<file path="config.mk">
export PLATFORM = sky130hd
export DESIGN_NAME = factor_search_ctrl_flat
export DESIGN_NICKNAME = d
export VERILOG_FILES = /design/src/rtl/factor_search_ctrl_if.sv /design/src/rtl/factor_search_ctrl.sv /design/src/flat_wrapper.sv
export SDC_FILE = /design/constraint.sdc
export NUM_CORES = 1
export LEC_CHECK = 0
export CELL_PAD_IN_SITES_DETAIL_PLACEMENT = 1
export CELL_PAD_IN_SITES_GLOBAL_PLACEMENT = 1
export CORE_MARGIN = 2
export CORE_UTILIZATION = 42
export DETAILED_ROUTE_END_ITERATION = 12
export PLACE_DENSITY_LB_ADDON = 0.1
export SETUP_SLACK_MARGIN = 0.3
export SYNTH_ARGS = -nofsm -noshare
export SYNTH_HDL_FRONTEND = slang
export SYNTH_SLANG_ARGS = --single-unit
export TNS_END_PERCENT = 50
</file>
<file path="constraint.sdc">
create_clock -name sys_clk -period 7.1 [get_ports sys_clk]
set_clock_uncertainty 0.1 [all_clocks]
set_input_delay 1.42 -clock sys_clk [delete_from_list [all_inputs] [get_ports sys_clk]]
set_output_delay 1.42 -clock sys_clk [all_outputs]
set_load 0.01 [all_outputs]
</file>
<file path="src/rtl/factor_search_ctrl_if.sv">
// Handshake bundle between the factor search sequencer and one trial-division core.
// The sequencer is the master; the core is the slave.
interface factor_search_ctrl_if #(
  parameter int D_WIDTH = 32
);
  logic               core_start;
  logic [D_WIDTH-1:0] core_p;
  logic [D_WIDTH-1:0] core_d;
  logic               core_dividesBy;
  logic               core_finished;

  modport master (
    output core_start, core_p, core_d,
    input  core_dividesBy, core_finished
  );

  modport slave (
    input  core_start, core_p, core_d,
    output core_dividesBy, core_finished
  );
endinterface

</file>
<file path="src/rtl/factor_search_ctrl.sv">
// Candidate sequencer for Mersenne trial division: walks d = 2kp+1, drops d mod 8 not in {1,7},
// and hands the survivors to the core one at a time until a divisor, k_max, or d overflow.
//
// state | meaning
// IDLE  | waiting for cmd_start; results held
// INIT  | range check on p/k_max, load first candidate
// CHECK | bound/overflow test and mod-8 filter, one candidate per cycle
// ISSUE | core_start pulse with current candidate
// WAIT  | core running on current candidate
// FIN   | done pulse
// DRAIN | aborted while core busy; discard its result
module factor_search_ctrl #(
  parameter int K_WIDTH = 24,
  parameter int D_WIDTH = 32
) (
  input  logic                  sys_clk,
  input  logic                  sys_rst_n,
  input  logic                  cmd_start,
  input  logic [D_WIDTH-1:0]    cmd_p,
  input  logic [K_WIDTH-1:0]    cmd_k_max,
  input  logic                  cmd_abort,
  factor_search_ctrl_if.master  core,
  output logic                  busy,
  output logic                  done,
  output logic                  found,
  output logic                  exhausted,
  output logic [D_WIDTH-1:0]    factor,
  output logic [K_WIDTH-1:0]    k_found,
  output logic [K_WIDTH-1:0]    issued_cnt
);

  typedef enum logic [2:0] {
    S_IDLE, S_INIT, S_CHECK, S_ISSUE, S_WAIT, S_FIN, S_DRAIN
  } state_t;

  state_t state, state_nxt;

  logic [D_WIDTH-1:0] p_r;
  logic [K_WIDTH-1:0] k_max_r;
  logic [D_WIDTH:0]   d_r;
  logic [K_WIDTH:0]   k_r;
  logic [D_WIDTH+1:0] d_sum;
  logic               d_over, k_over, d_pass, bad_range;

  logic core_start_c, ld_cmd, ld_first, adv, set_exh, set_found;

  // Two guard bits: d < 2^D plus 2p < 2^(D+1) can exceed D+1 bits; both fold into the overflow flag.
  assign d_sum     = {2'b00, d_r[D_WIDTH-1:0]} + {1'b0, p_r, 1'b0};
  assign d_over    = d_r[D_WIDTH];
  assign k_over    = k_r > {1'b0, k_max_r};
  assign d_pass    = (d_r[2:0] == 3'b001) || (d_r[2:0] == 3'b111);
  assign bad_range = (p_r < D_WIDTH'(2)) || (k_max_r == '0);

  always_ff @(posedge sys_clk) begin
    if (!sys_rst_n) state <= S_IDLE;
    else            state <= state_nxt;
  end

  always_comb begin
    state_nxt = state;
    case (state)
      S_IDLE:  if (cmd_start) state_nxt = S_INIT;
      S_INIT: begin
        if (cmd_abort)      state_nxt = S_IDLE;
        else if (bad_range) state_nxt = S_FIN;
        else                state_nxt = S_CHECK;
      end
      S_CHECK: begin
        if (cmd_abort)             state_nxt = S_IDLE;
        else if (k_over || d_over) state_nxt = S_FIN;
        else if (d_pass)           state_nxt = S_ISSUE;
      end
      S_ISSUE: state_nxt = cmd_abort ? S_DRAIN : S_WAIT;
      S_WAIT: begin
        if (cmd_abort)          state_nxt = core.core_finished ? S_IDLE : S_DRAIN;
        else if (core.core_finished) state_nxt = core.core_dividesBy ? S_FIN : S_CHECK;
      end
      S_FIN:   state_nxt = S_IDLE;
      S_DRAIN: if (core.core_finished) state_nxt = S_IDLE;
      default: state_nxt = S_IDLE;
    endcase
  end

  always_comb begin
    busy         = (state != S_IDLE);
    done         = (state == S_FIN);
    core_start_c = (state == S_ISSUE);
    ld_cmd       = (state == S_IDLE)  && (state_nxt == S_INIT);
    ld_first     = (state == S_INIT)  && (state_nxt == S_CHECK);
    adv          = ((state == S_CHECK) || (state == S_WAIT)) && (state_nxt == S_CHECK);
    set_exh      = (state != S_WAIT)  && (state_nxt == S_FIN);
    set_found    = (state == S_WAIT)  && (state_nxt == S_FIN);
  end

  always_ff @(posedge sys_clk) begin
    if (!sys_rst_n) begin
      p_r        <= '0;
      k_max_r    <= '0;
      d_r        <= '0;
      k_r        <= '0;
      found      <= 1'b0;
      exhausted  <= 1'b0;
      factor     <= '0;
      k_found    <= '0;
      issued_cnt <= '0;
    end else begin
      if (ld_cmd) begin
        p_r        <= cmd_p;
        k_max_r    <= cmd_k_max;
        d_r        <= '0;
        k_r        <= '0;
        found      <= 1'b0;
        exhausted  <= 1'b0;
        factor     <= '0;
        k_found    <= '0;
        issued_cnt <= '0;
      end
      if (ld_first) begin
        d_r <= {p_r, 1'b1};
        k_r <= (K_WIDTH+1)'(1);
      end
      if (adv) begin
        d_r <= {|d_sum[D_WIDTH+1:D_WIDTH], d_sum[D_WIDTH-1:0]};
        k_r <= k_r + (K_WIDTH+1)'(1);
      end
      if (core_start_c && (issued_cnt != '1))
        issued_cnt <= issued_cnt + K_WIDTH'(1);
      if (set_exh) exhausted <= 1'b1;
      if (set_found) begin
        found   <= 1'b1;
        factor  <= d_r[D_WIDTH-1:0];
        k_found <= k_r[K_WIDTH-1:0];
      end
    end
  end

  assign core.core_start = core_start_c;
  assign core.core_p     = p_r;
  assign core.core_d     = d_r[D_WIDTH-1:0];

endmodule
</file>
<file path="src/flat_wrapper.sv">
// flat-port wrapper written by rule: the top's interface ports become plain ports
module factor_search_ctrl_flat 
#(
  parameter int K_WIDTH = 24,
  parameter int D_WIDTH = 32
)
  (sys_clk, sys_rst_n, cmd_start, cmd_p, cmd_k_max, cmd_abort, busy, done, found, exhausted, factor, k_found, issued_cnt, core_core_start, core_core_p, core_core_d, core_core_dividesBy, core_core_finished);
  factor_search_ctrl_if #(.D_WIDTH(D_WIDTH)) core_i ();
  input  logic sys_clk;
  input  logic sys_rst_n;
  input  logic cmd_start;
  input  logic [D_WIDTH-1:0] cmd_p;
  input  logic [K_WIDTH-1:0] cmd_k_max;
  input  logic cmd_abort;
  output logic busy;
  output logic done;
  output logic found;
  output logic exhausted;
  output logic [D_WIDTH-1:0] factor;
  output logic [K_WIDTH-1:0] k_found;
  output logic [K_WIDTH-1:0] issued_cnt;
  output wire logic [$bits(core_i.core_start)-1:0] core_core_start;
  output wire logic [$bits(core_i.core_p)-1:0] core_core_p;
  output wire logic [$bits(core_i.core_d)-1:0] core_core_d;
  input wire logic [$bits(core_i.core_dividesBy)-1:0] core_core_dividesBy;
  input wire logic [$bits(core_i.core_finished)-1:0] core_core_finished;
  assign core_core_start = core_i.core_start;
  assign core_core_p = core_i.core_p;
  assign core_core_d = core_i.core_d;
  assign core_i.core_dividesBy = core_core_dividesBy;
  assign core_i.core_finished = core_core_finished;
  factor_search_ctrl #(.K_WIDTH(K_WIDTH), .D_WIDTH(D_WIDTH)) u_core (.sys_clk(sys_clk), .sys_rst_n(sys_rst_n), .cmd_start(cmd_start), .cmd_p(cmd_p), .cmd_k_max(cmd_k_max), .cmd_abort(cmd_abort), .core(core_i), .busy(busy), .done(done), .found(found), .exhausted(exhausted), .factor(factor), .k_found(k_found), .issued_cnt(issued_cnt));
endmodule
</file>
==> results of run 1 <==
## power breakdown
| part | total [mW] | switching [mW] | internal [mW] |
|---|---|---|---|
| registers | 1.18 | 0.0373 | 1.14 |
| clock network | 1.02 | 0.480 | 0.539 |
| logic | 0.333 | 0.203 | 0.130 |
| total | 2.53 | 0.720 | 1.81 |
## metrics by stage
step           total power [mW]  cell area (µm²)  cells  utilization (%)
3_3_place_gp              1.529            12500   1694            51.26
2_1_floorplan             1.394            10450   1257                -
5_1_grt                   2.637            13110   1726            53.73
6_report                  2.532            13110   1726            53.73
3_5_place_dp              1.538            12500   1694            51.26
4_1_cts                   2.552            13110   1726            53.73
## tightest hold or removal path: cells and delay by family (launching register included)
family / cells / cell delay [ns]
compound gates: 1 / 0.05
flops: 1 / 0.32
simple gates: 1 / 0.05
## state kept, by name (all words and copies together), names as in the netlist
signal and cells:
u_core.core.core_p 32, u_core.d_r 33, u_core.k_found 24, u_core.state 3, u_core.k_max_r 24, u_core.issued_cnt 24
u_core.factor 32, u_core.found 1, u_core.exhausted 1, u_core.k_r 25
## kinds of logic (layout without fill, tap and decap cells)
group,after synthesis,after routing,share of synthesized area [%]
AOI/OAI and AO/OA,373,373,25.31
xor gates and xnor gates,31,31,2.598
adders and majority gates,58,58,7.015
buffers and inverters,150,295,6.860
DFF,199,199,38.12
muxes,1,1,0.1077
and+or+nand+nor,445,445,19.99
## final timing paths
| path | startpoint | end | slack, ns | depth (start not counted) |
|---|---|---|---|---|
| setup reg to reg | u_core.core.core_p[23]$_SDFFE_PN0P_ | u_core.k_r[18]$_SDFFE_PN0P_ | 3.27 | 10 |
| hold reg to reg | u_core.k_max_r[18]$_SDFFE_PN0P_ | u_core.k_max_r[18]$_SDFFE_PN0P_ | 0.37 | 2 |
| hold / removal | u_core.k_max_r[18]$_SDFFE_PN0P_ | u_core.k_max_r[18]$_SDFFE_PN0P_ | 0.37 | 2 |
| setup / recovery | cmd_abort | u_core.k_r[9]$_SDFFE_PN0P_ | 2.42 | 10 |
## Yosys cell counts, drive strengths merged (5+ instances only)
library cell / n / share of area (%)
nor2: 132 / 4.8
a22oi: 58 / 4.2
a211oi: 11 / 0.84
nand2: 160 / 5.7
a41oi: 5 / 0.42
a21o: 25 / 1.8
nand3: 28 / 1.3
clkbuf: 59 / 2.1
nor4: 18 / 1.1
a32o: 6 / 0.57
or2: 6 / 0.36
o21a: 8 / 0.57
a21oi: 125 / 6.1
inv: 43 / 1.5
xor2: 12 / 1.0
dfxtp: 199 / 38
nor3: 26 / 1.8
and3: 21 / 1.3
o211a: 15 / 1.4
nor2b: 8 / 0.48
o211ai: 5 / 0.36
a31oi: 14 / 0.84
buf: 48 / 3.2
ha: 57 / 6.8
xnor2: 19 / 1.6
a311oi: 6 / 0.56
nand4: 16 / 0.96
a222oi: 26 / 2.5
o21ai: 31 / 1.6
## routing by layer
metal / up-vias / track usage (%) / part of all wire (%)
met5: - / 0 / 0
met4: 0 / 7.562 / 2.0
met2: 228 / 44.81 / 49
met3: 43 / 4.188 / 4.2
met1: 4902 / 32.33 / 44
li1: 4813 / - / -
## area by class of cell
class / count / area (µm²)
tap: 324 / 405.4
fill: 2906 / 11290
inverter: 43 / 166.4
clock inverter: 14 / 163.9
clock buffer: 18 / 439.2
timing repair buffer: 220 / 2177
multi-input combinational: 908 / 5769
sequential: 199 / 3984
==> results by group, run 1 <==
CTS
  – CTS root buf: clkbuf_16
  – Clock Path Buffers: 2
  – Post-cts sizing count: 0
  – Post-CTS Hold Buffers: 0
  – Reg clk slew, reported paths: 0.08 ns
  – Clock Latency Late Sink: 0.45 ns
  – CTS Sinks: 199
  – H-tree depth: 4
  – CTS tree: built
  – Post-CTS Setup Repair Bufs: 0
  – CTS buffer count: 17

Worst setup path
  – Crit-path max cell delay: 0.63 ns
  – Crit-path slowest cell: nor2_4
  – Cell Chain, Critical Path: clkdlybuf4s50_1, nor4_1, nor2b_2, buf_4, o31a_4, o21ai_4, nor2_4, buf_4, a41oi_1, a311oi_1
  – CP required: 7.34 ns
  – Crit path buf inv count: 3
  – Critical path arrival: 4.92 ns
  – Kind of critical path: in2reg
  – Most Frequent Cell on Critical Path: buf_4
  – Top Family by Delay on Critical Path: simple AND/OR/NAND/NOR gates
  – Worst-path maximum fanout: 35
  – CP startpoint kind: primary input
  – CP endpoint kind: register

Timing
  – Final setup violation count: 0
  – Final Hold Fails: 0
  – Worst slew pin tran: 1.085 ns
  – Setup Total Neg Slack: 0 ns
  – Hold slack final: 0.3742 ns
  – Slew margin rel.: 27.50%
  – Final Max Tran Viols: 0
  – Setup ws final: 2.421 ns
  – Fmax: 0.2137 GHz
  – RSZ-0062 raised after global routing: false
  – Fin crit period: 4.679 ns
  – Tcrit/Tclk final: 65.90%

Pwr
  – Power per standard cell area: 193.2 nW/µm²
  – Worst VDD drop: 0.1283 mV
  – Pleak: 5.046 nW

Logic synthesis
  – Mapped Cells: 1257
  – Ys flop type: dfxtp_1
  – Unique masters post-synth: 76
  – Post-synth EDFFs: 0
  – Yosys warns: 0
  – Sequential area share after synthesis: 38.12%
  – Synth Cell Area: 10450 µm²
  – Synthesized flop and latch total: 199
  – Syn_area_per_cell: 8.314 µm²
  – Async S/R FF share, synth: 0%
  – Syn Nets: 1377

Routing
  – Drt drc: 0
  – Vias: 9986
  – Initial DRC Count: 701
  – Via density: 5.786
  – Routed WL per cell: 19.43 µm
  – Detail Route Antenna Nets: 0
  – Pre-antenna DRT Iters: 5
  – DRT Wirelength: 33530 µm

Layout
  – Commonest non-fill, non-tap cell in the layout: clkdlybuf4s50_1
  – Share of layout cells above drive strength 1: 5.706%
  – Area grow syn2layout: 25.39%
  – Most frequent cells in the layout: clkdlybuf4s50_1 (210), dfxtp_1 (199), nand2_1 (159)
  – Ant diodes: 0
  – Post-layout nets: 1509

Placement
  – Port Buffers: 210
  – Dpl hpwl: 22850 µm
  – Place WS: 2.054 ns
  – Final RePlAce weighted congestion: 0.8499

Global routing
  – Largest net degree at the start of global routing: 81
  – Grt ovf: 0
  – Number of global-route vias before repair: 10210
  – Total global-route track usage: 25.54%
  – Global-route wire length before repair: 54140 µm
  – Initial antenna violation count: 0

Floorplanning
  – Die H: 161.7 µm
  – Die width: 161.7 µm
  – Core area: 24390 µm²
  – Die area: 26160 µm²
  – Num rows: 57
  – Initial core utilization: 42.85%
  – I/O pin count: 211

Run status
  – Status: finished clean

Worst hold path
  – HP Class: reg2reg

Run
  – Max-capacitance violation count: 0
Power figures use the tool's default switching activity.
==> run 2, diff against run 1 <==
--- a/config.mk
+++ b/config.mk
@@ -8,7 +8,7 @@
 export CELL_PAD_IN_SITES_DETAIL_PLACEMENT = 1
 export CELL_PAD_IN_SITES_GLOBAL_PLACEMENT = 1
 export CORE_MARGIN = 2
-export CORE_UTILIZATION = 42
+export CORE_UTILIZATION = 39
 export DETAILED_ROUTE_END_ITERATION = 12
 export PLACE_DENSITY_LB_ADDON = 0.1
 export SETUP_SLACK_MARGIN = 0.3
==> constraint.sdc (replaced) <==
create_clock -name sys_clk -period 4.52 [get_ports sys_clk]
set_clock_uncertainty 0.1 [all_clocks]
set_input_delay 0.904 -clock sys_clk [delete_from_list [all_inputs] [get_ports sys_clk]]
set_output_delay 0.904 -clock sys_clk [all_outputs]
set_load 0.01 [all_outputs]
==> results by group, run 2 (same netlist as run 1, synthesis figures left out) <==
CTS
  – Post-cts sizing count: 0
  – CTS Sinks: 199
  – CTS tree: built
  – CTS buffer count: 17
  – Clock Latency Late Sink: 0.45 ns
  – Post-CTS Setup Repair Bufs: 0
  – Post-CTS Hold Buffers: 0
  – Clock Path Buffers: 2
  – Reg clk slew, reported paths: 0.08 ns
  – H-tree depth: 4
  – CTS root buf: clkbuf_16

Worst setup path
  – Crit-path max cell delay: 0.77 ns
  – Kind of critical path: in2reg
  – CP endpoint kind: register
  – CP startpoint kind: primary input
  – Critical path arrival: 3.99 ns
  – Worst-path maximum fanout: 23
  – Cell Chain, Critical Path: clkdlybuf4s50_1, nor4_1, o21ai_1, o21ai_4, or2_1, o21ai_0, a32o_1
  – R2R Setup Slk: 0.83 ns
  – CP required: 4.75 ns
  – Crit-path slowest cell: or2_1

Floorplanning
  – Num rows: 59
  – Initial core utilization: 39.88%
  – I/O pin count: 211
  – Die width: 167.7 µm
  – Core area: 26210 µm²
  – Die area: 28120 µm²
  – Die H: 167.7 µm

Run status
  – Status: finished clean

Routing
  – DRT Wirelength: 33400 µm
  – Drt drc: 0
  – Pre-antenna DRT Iters: 6
  – Vias: 9945
  – Initial DRC Count: 762
  – Detail Route Antenna Nets: 0
  – Via density: 5.716
  – Routed WL per cell: 19.20 µm

Timing
  – Setup ws final: 0.7663 ns
  – Setup Total Neg Slack: 0 ns
  – Fmax: 0.2664 GHz
  – Tcrit/Tclk final: 83.05%
  – Final Max Tran Viols: 0
  – Slew margin rel.: 37.95%
  – Fin crit period: 3.754 ns
  – Final setup violation count: 0
  – Worst slew pin tran: 0.9307 ns
  – RSZ-0062 raised after global routing: false
  – Final Hold Fails: 0

Global routing
  – Initial antenna violation count: 1
  – Largest net degree at the start of global routing: 69
  – Total global-route track usage: 23.78%
  – Grt ovf: 0
  – Number of global-route vias before repair: 10020
  – Global-route wire length before repair: 54480 µm

Pwr
  – Switching share of power: 29.32%
  – Logic pwr share: 13.4%
  – Pint: 2.792 mW
  – Worst VDD drop: 0.1660 mV
  – Pleak: 5.055 nW
  – Clock Power Share: 39.7%
  – Power per standard cell area: 300.1 nW/µm²
  – Net Switching: 1.158 mW
  – Flop pwr share: 46.8%

Layout
  – Post-layout nets: 1512
  – Max FFs per register: 33
  – Share of layout cells above drive strength 1: 5.912%
  – Area grow syn2layout: 25.91%
  – Top reg by flops: u_core.d_r
  – Commonest non-fill, non-tap cell in the layout: clkdlybuf4s50_1
  – Most frequent cells in the layout: clkdlybuf4s50_1 (210), dfxtp_1 (199), nand2_1 (159)
  – Final std cells w/o fill: 1740

Worst hold path
  – HP Class: reg2reg

Run
  – Max-capacitance violation count: 0

Placement
  – Final RePlAce weighted congestion: 0.8434
  – Port Buffers: 210
  – Dpl hpwl: 23340 µm
  – # placed instances: 1708
  – Place WS: 0.2821 ns
[run 2: critical path: cells and delay by family]
family	cells	cell delay, ns
AOI/OAI and AO/OA	4	1.09
buffers and inverters	1	0.46
and+or+nand+nor	2	1.53
[run 2: final timing paths]
kind / depth (start not counted) / startpoint / to
worst max register to register: 10 / u_core.k_r[22]$_SDFFE_PN0P_ / u_core.k_r[18]$_SDFFE_PN0P_
worst min-delay path: 2 / u_core.exhausted$_SDFFE_PN0P_ / u_core.exhausted$_SDFFE_PN0P_
worst max-delay path: 7 / cmd_abort / u_core.k_r[18]$_SDFFE_PN0P_
worst min register to register: 2 / u_core.exhausted$_SDFFE_PN0P_ / u_core.exhausted$_SDFFE_PN0P_
[run 2: final cells by class]
| cell class | count | area, µm² |
|---|---|---|
| antenna | 1 | 2.502 |
| clock buffer | 17 | 425.4 |
| clock inverter | 14 | 161.4 |
| fill | 3122 | 13050 |
| inverter | 43 | 166.4 |
| multi-input combinational | 908 | 5776 |
| sequential | 199 | 3984 |
| tap | 335 | 419.2 |
| timing repair buffer | 223 | 2225 |
[run 2: power by group through the flow]
| stage | Sequential [mW] | Clock [mW] | Combinational, mW |
|---|---|---|---|
| after global placement | 1.89 | 0 | 0.522 |
| final | 1.85 | 1.57 | 0.530 |
| after CTS | 1.85 | 1.61 | 0.535 |
| after detailed placement | 1.89 | 0 | 0.533 |
| after global routing | 1.86 | 1.67 | 0.584 |
| after floorplan | 1.88 | 0 | 0.308 |
[run 2: metrics by stage]
step                hold WS, ns  instance area, µm²  power, mW  utilization [%]
detailed placement       0.3487               12570      2.425            47.96
CTS                      0.3594               13160      3.994            50.20
floorplan                0.3490               10450      2.189                -
global route             0.3832               13160      4.116            50.21
global placement         0.3413               12570      2.413            47.96
finish                   0.3560               13160      3.950            50.21
[run 2: per-layer routing]
layer / routed length (µm) / vias to the layer above / global-route usage (%)
met2: 16230 / 236 / 41.40
li1: - / 4825 / -
met1: 15340 / 4852 / 31.09
met5: 0 / - / 0
met3: 1250 / 32 / 2.931
met4: 586 / 0 / 6.541
==> run 3, diff against run 2 <==
==> constraint.sdc (replaced) <==
create_clock -name sys_clk -period 3.7 [get_ports sys_clk]
set_clock_uncertainty 0.1 [all_clocks]
set_input_delay 0.74 -clock sys_clk [delete_from_list [all_inputs] [get_ports sys_clk]]
set_output_delay 0.74 -clock sys_clk [all_outputs]
set_load 0.01 [all_outputs]
==> results by group, run 3 (same netlist as run 1, synthesis figures left out) <==
Layout
  – Share of layout cells above drive strength 1: 7.303%
  – Most frequent cells in the layout: clkdlybuf4s50_1 (210), dfxtp_1 (199), nand2_1 (159)
  – Final std cells w/o fill: 1760
  – Max FFs per register: 33
  – Post-layout nets: 1531
  – Top reg by flops: u_core.d_r
  – Commonest non-fill, non-tap cell in the layout: clkdlybuf4s50_1
  – Area grow syn2layout: 27.32%

Worst setup path
  – Critical path arrival: 3.48 ns
  – CP startpoint kind: register
  – Kind of critical path: reg2reg
  – Worst-path maximum fanout: 24
  – CP endpoint kind: register
  – CP required: 3.95 ns
  – Reg2reg path depth: 12

Worst hold path
  – Hold Crit Depth: 2
  – HP Class: reg2reg

Pwr
  – Pleak: 5.144 nW
  – Switching share of power: 29.06%
  – Logic pwr share: 14.2%
  – Pint: 3.389 mW
  – Worst VDD drop: 0.2395 mV
  – Net Switching: 1.389 mW
  – Power per standard cell area: 359.1 nW/µm²
  – Flop pwr share: 47.2%
  – Clock Power Share: 38.6%

CTS
  – CTS buffer count: 17
  – H-tree depth: 4
  – Clock Path Buffers: 2
  – Post-cts sizing count: 0
  – CTS Sinks: 199
  – Post-CTS Setup Repair Bufs: 0
  – Clock Latency Late Sink: 0.44 ns
  – Reg clk slew, reported paths: 0.07 ns
  – CTS root buf: clkbuf_16
  – Post-CTS Hold Buffers: 0
  – CTS tree: built

Routing
  – Via density: 5.700
  – DRT Wirelength: 33680 µm
  – Detail Route Antenna Nets: 0
  – Pre-antenna DRT Iters: 5
  – Vias: 10030
  – Initial DRC Count: 626
  – Routed WL per cell: 19.13 µm
  – Drt drc: 0

Global routing
  – Grt ovf: 0
  – Global-route wire length before repair: 54580 µm
  – Initial antenna violation count: 1
  – Total global-route track usage: 23.91%
  – Largest net degree at the start of global routing: 80
  – Number of global-route vias before repair: 10300

Floorplanning
  – Initial core utilization: 39.88%
  – Die area: 28120 µm²
  – Core area: 26210 µm²
  – Num rows: 59
  – Die width: 167.7 µm
  – Die H: 167.7 µm
  – I/O pin count: 211

Placement
  – Final RePlAce weighted congestion: 0.8369
  – Dpl hpwl: 24130 µm
  – # placed instances: 1727
  – Port Buffers: 210

Run status
  – Status: finished clean

Timing
  – Tcrit/Tclk final: 87.29%
  – Fin crit period: 3.230 ns
  – Setup Total Neg Slack: 0 ns
  – Final Max Tran Viols: 0
  – Final Hold Fails: 0
  – Final setup violation count: 0
  – Worst slew pin tran: 0.7514 ns
  – Hold slack final: 0.3596 ns
  – Fmax: 0.3096 GHz
  – Slew margin rel.: 49.91%
  – RSZ-0062 raised after global routing: true

Run
  – Max-capacitance violation count: 0
[run 3: area by class of cell]
cell class	count	area, µm²
Multi-Input combinational cell	908	5787
Clock inverter	12	111.4
Timing Repair Buffer	242	2380
Tap cell	335	419.2
Sequential cell	199	3984
Fill cell	3071	12900
Clock buffer	20	456.7
Inverter	43	166.4
Antenna cell	1	2.502
[run 3: worst paths after layout]
path	startpoint	endpoint	slack (ns)
setup / recovery	u_core.k_max_r[23]$_SDFFE_PN0P_	u_core.k_r[16]$_SDFFE_PN0P_	0.47
hold / removal	u_core.exhausted$_SDFFE_PN0P_	u_core.exhausted$_SDFFE_PN0P_	0.36
setup reg to reg	u_core.k_max_r[23]$_SDFFE_PN0P_	u_core.k_r[16]$_SDFFE_PN0P_	0.47
hold reg to reg	u_core.exhausted$_SDFFE_PN0P_	u_core.exhausted$_SDFFE_PN0P_	0.36
[run 3: stage by stage]
| step | area, µm² | power (mW) | util (%) | setup WS (ns) |
|---|---|---|---|---|
| 2_1_floorplan | 10450 | 2.674 | - | 0.8956 |
| 3_5_place_dp | 12720 | 2.985 | 48.56 | 0.2321 |
| 3_3_place_gp | 12720 | 2.973 | 48.56 | 0.4154 |
| 5_1_grt | 13310 | 4.995 | 50.78 | 0.2736 |
| 6_report | 13310 | 4.778 | 50.78 | 0.4704 |
| 4_1_cts | 13290 | 4.837 | 50.72 | 0.3624 |
[run 3: power groups by stage]
stage	clock (mW)	sequential (mW)	combinational (mW)
after global placement	0	2.31	0.668
after floorplan	0	2.30	0.376
final	1.84	2.26	0.679
after detailed placement	0	2.31	0.678
after global routing	1.99	2.27	0.744
after CTS	1.90	2.26	0.684
[run 3: per-layer routing]
layer | share of wire [%] | routed length, µm | track usage, % | up-vias
met5 | 0 | 0 | 0 | -
met4 | 2.1 | 717 | 8.355 | 0
met3 | 3.5 | 1168 | 3.285 | 39
li1 | - | - | - | 4873
met2 | 49 | 16590 | 42.05 | 217
met1 | 45 | 15200 | 30.00 | 4903
[run 3: critical path, stage by stage (launching register included)]
cell and delay, ns:
dfxtp_1 0.37, inv_1 0.08, ha_1 0.29, and4b_1 0.24, nand3_1 0.19, a2111oi_1 0.43
a211oi_1 0.12, o211a_1 0.19, or2_2 0.35, a21oi_4 0.16, buf_4 0.32, a21oi_1 0.07
a211oi_1 0.23
